## src/rtl/dds_reload_ctrl.sv

```systemverilog
// dds_reload_ctrl
// Sequences coefficient reloads from the coefficient table into the recursive
// oscillator. A reload is triggered by a frequency change (new address) or a
// mode change (reload current address). The controller fetches the table pair,
// waits for an oscillator phase boundary, issues a one-cycle load strobe and
// waits for the oscillator to acknowledge. Events arriving while a reload is
// in flight are coalesced into a single pending reload (latest address wins).
module dds_reload_ctrl #(
    parameter int ADDR_W  = 11,
    parameter int COEF_W  = 32,
    parameter int TBL_LAT = 2,
    parameter int SYNC_TO = 4096
) (
    input  logic              Fg_clk,
    input  logic              Resetn,
    input  logic              FreqChng,
    input  logic              ModeChng,
    input  logic [ADDR_W-1:0] address,
    output logic [ADDR_W-1:0] tbl_addr,
    input  logic [COEF_W-1:0] tbl_sine1x,
    input  logic [COEF_W-1:0] tbl_cos2x,
    input  logic              osc_wrap,
    input  logic              osc_ready,
    output logic [COEF_W-1:0] init1,
    output logic [COEF_W-1:0] init2,
    output logic              osc_load,
    output logic              busy,
    output logic              timeout
);

    // One counter serves both the table-latency wait and the sync/ack watchdogs,
    // so it is sized for the larger of the two plus a guard bit.
    localparam int CNT_MAX = (TBL_LAT > SYNC_TO) ? TBL_LAT : SYNC_TO;
    localparam int CNT_W   = $clog2(CNT_MAX) + 1;

    localparam logic [CNT_W-1:0] FETCH_LAST = CNT_W'(TBL_LAT - 1);
    localparam logic [CNT_W-1:0] WAIT_LAST  = CNT_W'(SYNC_TO - 1);
    localparam logic [CNT_W-1:0] CNT_ONE    = CNT_W'(1);

    typedef enum logic [2:0] {
        IDLE  = 3'd0,
        FETCH = 3'd1,
        SYNC  = 3'd2,
        LOAD  = 3'd3,
        ACK   = 3'd4
    } state_t;

    state_t              state_reg;
    logic [CNT_W-1:0]    cnt_reg;
    logic                pend_reg;
    logic [ADDR_W-1:0]   pend_addr_reg;
    logic [ADDR_W-1:0]   tbl_addr_reg;
    logic [COEF_W-1:0]   init1_reg;
    logic [COEF_W-1:0]   init2_reg;
    logic                osc_load_reg;
    logic                timeout_reg;

    logic ev;
    logic ack_exit;

    // A simultaneous frequency and mode change is a single reload request.
    assign ev = FreqChng | ModeChng;

    // ACK is left either on the oscillator's acknowledge or on watchdog expiry.
    assign ack_exit = (state_reg == ACK) && (osc_ready || (cnt_reg == WAIT_LAST));

    // Reload sequencer: state, shared counter, pending-event slot and all outputs.
    always_ff @(posedge Fg_clk or negedge Resetn) begin
        if (!Resetn) begin
            state_reg     <= IDLE;
            cnt_reg       <= '0;
            pend_reg      <= 1'b0;
            pend_addr_reg <= '0;
            tbl_addr_reg  <= '0;
            init1_reg     <= '0;
            init2_reg     <= '0;
            osc_load_reg  <= 1'b0;
            timeout_reg   <= 1'b0;
        end else begin
            // The strobe is raised only on the transition into LOAD, so it
            // can never last more than one cycle.
            osc_load_reg <= 1'b0;

            // Events during a reload collapse into one pending slot. An event in
            // the ACK exit cycle is consumed directly by the next fetch instead.
            if (ev && (state_reg != IDLE) && !ack_exit) begin
                pend_reg      <= 1'b1;
                pend_addr_reg <= address;
            end

            case (state_reg)
                IDLE: begin
                    if (ev) begin
                        tbl_addr_reg <= address;
                        cnt_reg      <= '0;
                        state_reg    <= FETCH;
                    end
                end

                FETCH: begin
                    if (cnt_reg == FETCH_LAST) begin
                        init1_reg <= tbl_sine1x;
                        init2_reg <= tbl_cos2x;
                        cnt_reg   <= '0;
                        state_reg <= SYNC;
                    end else begin
                        cnt_reg <= cnt_reg + CNT_ONE;
                    end
                end

                SYNC: begin
                    if (osc_wrap) begin
                        osc_load_reg <= 1'b1;
                        state_reg    <= LOAD;
                    end else if (cnt_reg == WAIT_LAST) begin
                        // No phase boundary seen: force the load and remember it.
                        timeout_reg  <= 1'b1;
                        osc_load_reg <= 1'b1;
                        state_reg    <= LOAD;
                    end else begin
                        cnt_reg <= cnt_reg + CNT_ONE;
                    end
                end

                LOAD: begin
                    cnt_reg   <= '0;
                    state_reg <= ACK;
                end

                ACK: begin
                    if (ack_exit) begin
                        if (!osc_ready) begin
                            timeout_reg <= 1'b1;
                        end
                        cnt_reg  <= '0;
                        pend_reg <= 1'b0;
                        if (ev) begin
                            tbl_addr_reg <= address;
                            state_reg    <= FETCH;
                        end else if (pend_reg) begin
                            tbl_addr_reg <= pend_addr_reg;
                            state_reg    <= FETCH;
                        end else begin
                            state_reg <= IDLE;
                        end
                    end else begin
                        cnt_reg <= cnt_reg + CNT_ONE;
                    end
                end

                default: begin
                    state_reg <= IDLE;
                end
            endcase
        end
    end

    assign tbl_addr = tbl_addr_reg;
    assign init1    = init1_reg;
    assign init2    = init2_reg;
    assign osc_load = osc_load_reg;
    assign timeout  = timeout_reg;
    assign busy     = (state_reg != IDLE);

endmodule

```

## config.mk

```make
export PLATFORM = sky130hd
export DESIGN_NAME = dds_reload_ctrl
export DESIGN_NICKNAME = d
export VERILOG_FILES = /design/src/rtl/dds_reload_ctrl.sv
export SDC_FILE = /design/constraint.sdc
export NUM_CORES = 1
export LEC_CHECK = 0
export ABC_AREA = 1
export CORE_MARGIN = 5
export CORE_UTILIZATION = 42
export CTS_CLUSTER_DIAMETER = 50
export DETAILED_ROUTE_END_ITERATION = 10
export GPL_TIMING_DRIVEN = 0
export PLACE_DENSITY = 0.76
export SLEW_MARGIN = 20
export SYNTH_ARGS = -nofsm -noshare
export SYNTH_HDL_FRONTEND = slang
export SYNTH_SLANG_ARGS = --single-unit
```

## constraint.sdc

```tcl
create_clock -name Fg_clk -period 1.4 [get_ports Fg_clk]
set_input_delay 0.28 -clock Fg_clk [delete_from_list [all_inputs] [get_ports Fg_clk]]
set_output_delay 0.28 -clock Fg_clk [all_outputs]
set_load 0.03 [all_outputs]
```

# Yosys cells after proc, flatten, opt, wreduce, memory -nomap -nowiden
# Cells that the tools add are included.
[classes]
n_bitwise = 1
n_mux = 30
n_reduce_logical = 15
order_cmp = 0
div_mod_pow = 0
shift = 0
n_eq_ne = 15
n_mul = 0
addsub = 1
[op_table]
columns = ["cell", "count"]
rows = [
  ["13-bit 2-to-1 mux", 5],
  ["13-bit case mux with 5 select lines", 1],
  ["11-bit 2-to-1 mux", 4],
  ["11-bit case mux with 2 select lines", 1],
  ["3-bit 2-to-1 mux", 5],
  ["3-bit case mux with 5 select lines", 1],
  ["2-bit != test, second input constant", 7],
  ["13-bit by 1-bit adder with 13-bit output, second input constant", 1],
  ["13-bit by 1-bit == test with 1-bit output, second input constant", 1],
  ["13-bit by 12-bit == test with 1-bit output, second input constant", 1],
  ["1-bit 2-to-1 mux", 12],
  ["4-bit AND reduction", 3],
  ["3-bit by 2-bit == test with 1-bit output, second input constant", 2],
  ["3-bit != test, second input constant", 2],
  ["5-bit AND reduction", 1],
  ["5-bit nonzero test", 1],
  ["2-bit nonzero test", 2],
  ["3-bit by 1-bit == test with 1-bit output, second input constant", 1],
  ["3-bit == test, second input constant", 1],
  ["1-bit logical AND", 3],
  ["3-bit logical NOT", 1],
  ["3-bit nonzero test", 1],
  ["1-bit case mux with 2 select lines", 1],
  ["2-bit AND reduction", 1],
  ["3 further kinds", 3],
]
[word_totals]
romBits = 0
ramBits = 0
reg_bits = 105
memories = 0
latchBits = 0
word_cells = 71

# Logic depth before layout (Yosys ltp)
[logic_depth]
depth_word = 8
mapped_depth = 14

# Worst setup path before layout
# Ideal clock, no wire load.
[synth_path]
kind = "flip-flop to flip-flop"
from = "register cnt_reg[1]"
to = "register init1_reg[0] (netlist: init1[0])"
required_ps = 1275
stages_incl_launch_ff = 8
slack_ps = -171
setup_ps = 125
arrival_time_ps = 1446
period_less_slack_ps = 1571
path_cell_list = "dfrtp_1 > inv_1 > ha_1 > nand3_1 > nor2_2 > nand3_4 > buf_6 > mux2_4"
[synth_between]
elab_chain_len = 2
[synth_lines]
columns = ["element", "line", "text"]
rows = [
  ["from (decl)", "49", "logic [CNT_W-1:0] cnt_reg;"],
  ["from (signal assigned)", "107", "cnt_reg <= cnt_reg + CNT_ONE;"],
  ["from (signal assigned)", "121", "cnt_reg <= cnt_reg + CNT_ONE;"],
  ["from (signal assigned)", "147", "cnt_reg <= cnt_reg + CNT_ONE;"],
  ["13-bit by 1-bit == test with 1-bit output", "101", "if (cnt_reg == FETCH_LAST) begin"],
  ["2-bit AND reduction (no source line)", "n/a", ""],
  ["to (signal assigned)", "102", "init1_reg <= tbl_sine1x;"],
  ["to (decl)", "53", "logic [COEF_W-1:0] init1_reg;"],
]
# No other way between the ends.
# A chain may end at the register's enable or synchronous reset.

# Worst setup path in the final report
[layout_path]
from = "register cnt_reg[3]"
to = "register init2_reg[1] (netlist: init2[1])"
[layout_between]
elab_chain_len = 2
[layout_lines]
columns = ["element", "line", "text"]
rows = [
  ["13-bit by 1-bit == test with 1-bit output", "101", ""],
  ["2-bit AND reduction (no source line)", "n/a", ""],
  ["to (signal assigned)", "103", "init2_reg <= tbl_cos2x;"],
  ["to (decl)", "54", "logic [COEF_W-1:0] init2_reg;"],
]
# No other way between the ends.

==> run summary <==
Unique masters post-synth = 28
Leak = 3.94 nW
CP Cell Sequence = inv_2 -> nand3_2 -> nor2_4 -> nand3_4 -> buf_12 -> clkbuf_16 -> mux2_4
Final Critical Period = 1.74 ns
Post-route ant nets = 0
Synth top area share = 52.1%
Vias in the first global route = 4480
Worst-Margin Slew = 0.407 ns
Largest net degree at the start of global routing = 77
CTS Root Cell = clkbuf_16
Syn avg cell area = 10.4 um2
Routed vias/inst = 5.12
Die ar. = 14300 um2
Detailed-route via count = 4340
Post-layout nets = 778
CTS tree = yes
Initial core utilization = 42.3%
Layout area overhead = 57.4%
Clock Skew = 0.00900 ns
Most frequent cells after synthesis = nand2_1, dfrtp_1, mux2_4, inv_1, nor2_1
Die Height = 120 um
Clock Tree Buf Depth = 2
Critical path launch point type = register
DRT iter0 DRCs = 298
Final wirelength = 15100 um
Layout cell share with drive strength beyond 1 = 43.3%
Final Slew Violations = 0
Post-synthesis cell area = 5040 um2
Total GRT Usage = 19.7%
Slew Limit Headroom = 72.9%
CP Class = reg2reg
Worst vdd ir = 0.00118 V
Post-Syn Instances = 484
Critical Path Source = cnt_reg[3]$_DFFE_PN0P_
Worst hold-check path type = in2async
RSZ-0062 raised after global routing = true
Post-synth EDFFs = 0
Total power = 0.0187 W
Row count = 40
I/O Pins = 159
HPWL after detailed placement = 9540 um
N_diodes = 0
Worst slack, placed = -0.609 ns
Multi-input gate area in the final layout = 2520 um2
Non-filler cells, final = 847
Post-synth ARST share = 100%
Pwr per Cell Area = 2350 nW/um2
CP endpoint kind = register
Sequential cell area fraction in the yosys report = 52.1%
Setup ws final = -0.337 ns
CTS clock-pin slew for the worst setup and hold paths = 0.08 ns
Status = finished, violations left
Htree depth = 3
Highest Clock Rate = 576 MHz
Sink Count = 105
R2R Path Start = cnt_reg[3]$_DFFE_PN0P_
CP peak stage delay = 0.47 ns
Yosys top cell by area = dfrtp_1
Global-route wire length before repair = 22700 um
Most common cell in the netlist = nand2_1
Top cells by area, synth = dfrtp_1, mux2_4, nand2_1, inv_1, nand3_1
Worst skew pair latency = 0.35 ns
Detailed Routing Iterations Pass 1 = 4
Max FO, Critical Path = 7
Yosys reg bits = 105
Final Hold Vio Count = 0
Failing checks = setup timing
Gpl congestion = 0.863
Core footprint = 11900 um2
Dpl cells = 790
Grt ovf = 0
# port buffers = 158
Fill cells = 861
Synth Flop Type = dfrtp_1
Synth warn = 0
Data arrival time of the worst path = 1.98 ns
Die X = 120 um
Storage cell area = 2630 um2
Worst EP required = 1.65 ns
MaxCap Viol Count = 0
Wirelength per Cell = 17.9 um
# DRC = 0
CTS Buf Count = 9
Syn Nets = 567
Final setup fails = 106
Antenna violations before repair = 0
CP max-delay cell = dfrtp_1
Period utilization = 124%
## per-stage QoR
step | setup TNS (ns) | utilization [%] | area [um2] | hold WS [ns]
2_1_floorplan | -14.51 | - | 5040 | -0.0156
3_3_place_gp | -441.74 | 57.2 | 6810 | 0.456
3_5_place_dp | -38.03 | 57.4 | 6840 | 0.174
4_1_cts | -25.71 | 64.9 | 7730 | 0.368
5_1_grt | -36.78 | 66.6 | 7940 | 0.393
6_report | -29.23 | 66.6 | 7940 | 0.376
## worst paths after layout
check                      slack [ns]  cells past startpoint                        to
min reg2reg                      0.48                      2   tbl_addr[5]$_DFFE_PN0P_
max in group asynchronous        0.33                      3  state_reg[0]$_DFFE_PN0P_
max reg2reg                     -0.34                      7      init2[1]$_DFFE_PN0P_
max                             -0.34                      7      init2[1]$_DFFE_PN0P_
min in group Fg_clk              0.48                      2   tbl_addr[5]$_DFFE_PN0P_
min                              0.38                      2     init2[21]$_DFFE_PN0P_
## routing by layer
metal | wire (um) | vias to the layer above | GRT usage (%)
li1 | - | 1995 | -
met1 | 6040 | 2142 | 23.6
met2 | 7850 | 178 | 34.6
met3 | 908 | 25 | 4.29
met4 | 320 | 0 | 7.66
met5 | 0 | - | 0
## power by group
| group | internal, W | switching, W | total, W | leakage, nW |
|---|---|---|---|---|
| Clock | 0.00125 | 0.00124 | 0.00248 | 0.145 |
| Combinational | 0.00495 | 0.00598 | 0.0109 | 2.55 |
| Sequential | 0.00442 | 0.000834 | 0.00525 | 1.25 |
| Total | 0.0106 | 0.00805 | 0.0187 | 3.94 |
## cell type report
cell class                      instances  share of cell area [%]
Clock buffer                            9                    2.84
Clock inverter                          7                   0.804
Multi-Input combinational cell        318                    31.7
Inverter                               44                    2.27
Buffer                                 15                    2.62
Tap cell                              147                    2.32
Sequential cell                       105                    33.2
Timing Repair Buffer                  202                    24.2
## layout by cell type (no fill, tap or decap), types with 20 or more instances in the layout
master,instances
dfrtp_1,100
nor2_1,24
nand2_1,88
nand2_2,20
clkbuf_2,48
inv_1,33
clkdlybuf4s50_1,79
mux2_4,60
## logic make-up after synthesis
group | synth area share (%)
adders and majority gates | 0.496
buffers and inverters | 6.18
DFF | 52.1
and+or+nand+nor | 16.8
AOI/OAI and AO/OA | 5.11
muxes | 18.8
xor gates and xnor gates | 0.521
## worst max-delay path, delay by kind of cell (launching register included)
| family | cells | cell delay, ns |
|---|---|---|
| buffers and inverters | 3 | 0.52 |
| flip-flops | 1 | 0.47 |
| multiplexers | 1 | 0.29 |
| AND/OR/NAND/NOR | 3 | 0.35 |
## repair_timing
item | CTS | global route
endpoints found under the hold margin | 29 | 0
resized for setup | 234 | 164
cloned | 7 | 3
setup buffers | 26 | 7
hold buffers | 1 | 0
pin swaps | 9 | 25
endpoints found under the setup margin | 182 | 162
(Power assumes the default switching activity.)
